File: src/rtl/pr_elastic_stage.sv
// pr_elastic_stage: elastic pipeline register between two adjacent core stages.
// DEPTH-entry circular buffer with a valid/ready handshake on both sides. It
// obeys the hazard-control stall/flush pair and exports a one-cycle look-ahead
// of its output so that a downstream synchronous SRAM can be addressed early.
//
// Ports:
//   clk, rst        clock; synchronous active-high reset
//   i_stall         freeze both sides, hold all state
//   i_flush         drop every entry (wins over i_stall)
//   in_valid/in_ready/in_data     upstream handshake and payload
//   out_valid/out_ready/out_data  downstream handshake and head payload (0 when empty)
//   out_data_next   value out_data will take after the coming posedge
//   occupancy       number of valid entries
module pr_elastic_stage #(
    parameter int DATA_W = 32,
    parameter int DEPTH  = 2,
    parameter int CNT_W  = $clog2(DEPTH + 1)
) (
    input  logic              clk,
    input  logic              rst,
    input  logic              i_stall,
    input  logic              i_flush,
    input  logic              in_valid,
    output logic              in_ready,
    input  logic [DATA_W-1:0] in_data,
    output logic              out_valid,
    input  logic              out_ready,
    output logic [DATA_W-1:0] out_data,
    output logic [DATA_W-1:0] out_data_next,
    output logic [CNT_W-1:0]  occupancy
);

    localparam int               PTR_W = (DEPTH > 1) ? $clog2(DEPTH) : 1;
    localparam logic [CNT_W-1:0] FULL  = CNT_W'(DEPTH);
    localparam logic [CNT_W-1:0] ONE   = CNT_W'(1);
    localparam logic [PTR_W-1:0] LAST  = PTR_W'(DEPTH - 1);

    logic [DEPTH-1:0][DATA_W-1:0] mem;
    logic [PTR_W-1:0]             rd_ptr, wr_ptr, rd_nxt, wr_nxt;
    logic [CNT_W-1:0]             count;
    logic                         push, pop;

    // DEPTH need not be a power of two, so wrap explicitly.
    assign rd_nxt = (rd_ptr == LAST) ? '0 : rd_ptr + PTR_W'(1);
    assign wr_nxt = (wr_ptr == LAST) ? '0 : wr_ptr + PTR_W'(1);

    // A full buffer still accepts when its head leaves in the same cycle.
    assign in_ready  = !rst && !i_stall && !i_flush &&
                       (count < FULL || (count != '0 && out_ready));
    assign out_valid = (count != '0) && !i_stall && !i_flush;
    assign pop       = out_valid && out_ready;
    assign push      = in_valid && in_ready;

    assign out_data  = (count == '0) ? '0 : mem[rd_ptr];
    assign occupancy = count;

    // Look-ahead: mirrors what the register update below will present.
    always_comb begin
        out_data_next = out_data;
        if (rst || i_flush)
            out_data_next = '0;
        else if (i_stall)
            out_data_next = out_data;
        else if (pop && count > ONE)
            out_data_next = mem[rd_nxt];
        else if (pop)
            // last entry leaves; a same-cycle push becomes the new head
            out_data_next = push ? in_data : '0;
        else if (count == '0)
            out_data_next = push ? in_data : '0;
    end

    always_ff @(posedge clk) begin
        if (rst || i_flush) begin
            mem    <= '0;
            rd_ptr <= '0;
            wr_ptr <= '0;
            count  <= '0;
        end else begin
            // push/pop are already gated off by i_stall, so stall holds state
            if (push) begin
                mem[wr_ptr] <= in_data;
                wr_ptr      <= wr_nxt;
            end
            if (pop)
                rd_ptr <= rd_nxt;
            count <= count + CNT_W'(push) - CNT_W'(pop);
        end
    end

endmodule

File: config.mk
export PLATFORM = sky130hd
export DESIGN_NAME = pr_elastic_stage
export DESIGN_NICKNAME = d
export VERILOG_FILES = /design/src/rtl/pr_elastic_stage.sv
export SDC_FILE = /design/constraint.sdc
export NUM_CORES = 1
export LEC_CHECK = 0
export BUFFER_PORTS_ARGS = -buffer_cell sky130_fd_sc_hd__buf_2
export CORE_MARGIN = 4
export CORE_UTILIZATION = 40
export CTS_BUF_LIST = sky130_fd_sc_hd__clkbuf_4 sky130_fd_sc_hd__clkbuf_8 sky130_fd_sc_hd__clkbuf_16
export DETAILED_ROUTE_END_ITERATION = 8
export PLACE_DENSITY = 0.71
export SLEW_MARGIN = 15
export SYNTH_ARGS = -nofsm -noshare
export SYNTH_HDL_FRONTEND = slang
export SYNTH_SLANG_ARGS = --single-unit
File: constraint.sdc
create_clock -name clk -period 2.3 [get_ports clk]
set_clock_uncertainty 0.2 [all_clocks]
set_input_delay 0.46 -clock clk [delete_from_list [all_inputs] [get_ports clk]]
set_output_delay 0.46 -clock clk [all_outputs]
set_load 0.02 [all_outputs]
==> run metrics <==
post-synthesis async set-or-reset flop share=0; CTS buffer count=9; Synth cell types=28; hold path depth=3; Clk pin slew, worst setup/hold paths=around 80 ps; ranking of synthesized cells by area=dfxtp_1 31%, nand2_1 14%, a21oi_1 11%, nand2b_1 9.3%, a311oi_1 6.3%; sw frac=0.290; Starting Density=0.408; initial antenna violation count=0; Synth top area share=0.308; starting DRC count in detailed routing=between 400 and 500; Setup crit end kind=output port; number of detailed-route iterations in the first pass=5; Clk Latency, worst-skew pair=360 ps; clk sinks=between 60 and 70; clock power share=0.381; Post-Syn Instances=slightly above 600; wirelength, routed=between 15,000 and 20,000 µm; min cycle time layout=about 2500 ps; Flop pwr share=0.468; Yosys warning total=0; layout cells sized above 1=0.460; Pint=~0.0018 W; via count=5,703; Die H=between 100 and 150 µm; post-detail-place hpwl=about 10,000 µm; worst path cell trace=buf_8, or2_4, nor3_4, buf_6, buf_12, a311oi_2, o2bb2ai_4, buf_4; Max Fanout on Critical Path=5; detailed-route wire length per cell=between 20 and 25 µm; pre-CTS setup slack=-275 ps; worst setup margin=-245 ps; Reg2Reg Depth=11; Yosys top cell by area=dfxtp_1; RSZ-0062 raised after global routing=true; Max Root-Sink Buffers=2; Worst Hold Class=primary input to flip-flop; Pwr Density=between 300 and 400 nW/µm²; synth cell count leaders=162 x nand2_1, 98 x a21oi_1, 68 x dfxtp_1, 66 x nand2b_1, 48 x clkbuf_1; most frequent cell after synthesis=nand2_1; Yosys reg bits=between 60 and 70; Vias/cell=around 6.4; Final ANT Viol Nets=0; gpl congestion=about 0.8; sw power=between 0.0007 and 0.0008 W; Tcrit/Tclk final=1.11; sequential-to-total area share from yosys stat=0.308; syn avg cell area=about 7 µm²; Boundary Pins=~110; first-pass GRT wire length=between 20,000 and 30,000 µm; kind of cell adding the most delay to the critical path=buffers and inverters; Die Area=around 13,000 µm²; Hold Fails Final Rpt=0; Area Growth Syn to Fin=75.8%; largest net degree at the start of global routing=a little under 70; CTS tree=yes; Antenna diodes=0; leak pwr=around 2.4 nW; peak supply drop=0.262 mV; crit path max-delay cell type=or2_4; Stages on worst setup path=8; Slew HR=0.483; delay of the slowest cell on the worst path=between 200 and 300 ps; WP data required=1640 ps; failing checks=negative setup slack; GR Overflow Total=0; Core Footprint=10,800 µm²; arrival time at the worst endpoint=roughly 1900 ps; Max H-tree Level=3; worst path bufs/invs=4; IO Port Bufs=around 110; top_reg_cell synth=dfxtp_1; gr usage total=0.276; Max Cap Viol=0; clk root buf=clkbuf_8; EDFF count, synth=0; vias in the first global route=approximately 5,400; CP Class=primary input to output port; Final Cell Area=roughly 7800 µm²; combinational power share=0.151; DP Area=6220 µm²; Slew Limit Fails=0; Final #Nets=a little under 800; fmax=roughly 390 MHz; actual slew at the worst max-slew pin=between 700 and 800 ps; Setup-failing EPs final=33; CP Launch Type=primary input; # DRC=0; status=finished, violations left; Std-Cell Rows=38; syn_nets=roughly 660; die width=113 µm; Cell Area, Synth=around 4400 µm²
## logic make-up (layout without fill, tap and decap cells)
group,after synthesis,count (layout),share of synthesized area
adder cells (fa/ha/maj),2,2,0.00566
AO/OA/AOI/OAI,194,194,0.301
XOR/XNOR,3,3,0.00595
AND/OR/NAND/NOR,280,280,0.305
flip-flops,68,68,0.308
buffers and inverters,75,198,0.0736
## worst register-to-register path, cell delays in order (launching register included)
cell      delay (ps)
dfxtp_4          360
buf_6            140
nand2b_4          70
nand2_2           80
buf_4            160
buf_4            140
ha_4             250
inv_2             30
ha_4             140
xor2_1           160
xnor2_1          180
nor2_1            70
## metrics by stage
step                      TNS [ps]  power [W]  hold WS [ps]  instances   util
final                        -6460    0.00254           169        885  0.717
after global routing         -7900    0.00259           173        885  0.717
after CTS                    -5660    0.00251           152        872  0.666
after detailed placement     -7720    0.00152           261        840  0.574
after global placement       -6450    0.00151           257        840  0.574
after floorplan              -1960    0.00138           250        622      -
## layer usage
layer  routed length (µm)  track usage  share of wire
met3                 1880       0.0476          0.095
met5                    0            0              0
met2                 9690        0.465           0.49
met4                  818        0.148          0.041
met1                 7370        0.334           0.37
## power by group through the flow
stage,combinational [W],sequential (W),clock [W]
2_1_floorplan,0.000161,0.00121,0
3_3_place_gp,0.000297,0.00121,0
3_5_place_dp,0.000303,0.00121,0
4_1_cts,0.000354,0.00118,0.000972
5_1_grt,0.000398,0.00119,0.00101
6_report,0.000384,0.00119,0.000966
## placed cells by master, fill, tap and decap left out, drive strengths merged, types with 3 or more instances in the layout
| cell | count |
|---|---|
| buf | 169 |
| nand2 | 162 |
| a21oi | 98 |
| dfxtp | 68 |
| nand2b | 66 |
| o2bb2ai | 32 |
| a32oi | 32 |
| a311oi | 32 |
| nor4 | 32 |
| clkbuf | 22 |
| nor2 | 6 |
| clkinv | 4 |
| or2 | 4 |
| nor3 | 3 |
## sequential cells by signal, indices dropped and copies added, names as in the netlist
| register | flops |
|---|---|
| occupancy | 2 |
| mem | 64 |
| rd_ptr | 1 |
| wr_ptr | 1 |
## worst paths after layout
path	to	from	slack, ps
worst min register to register	mem[59]$_SDFFE_PN0P_	mem[59]$_SDFFE_PN0P_	270
worst max-delay path	out_data_next[28]	i_flush	-240
worst min-delay path	mem[31]$_SDFFE_PN0P_	in_data[31]	170
worst max register to register	occupancy[1]$_SDFF_PN0_	occupancy[1]$_SDFF_PN0_	170
## cell type report
type	instances	area [µm²]
Sequential cell	68	1370
Timing Repair Buffer	179	1870
Clock inverter	4	22.5
Inverter	3	12.5
Tap cell	140	175
Multi-Input combinational cell	479	4150
Clock buffer	12	165
Fill cell	769	3070
## what timing repair did
item                                    CTS  global route
gates cloned                              7            10
buffers inserted                          9             5
hold buffers                              0             0
resized for setup                       133            60
pin swaps                                21            15
endpoints found under the setup margin   32            46
hold endpoints to repair                  0             0
Note: power is estimated with default switching activity, not from simulation.
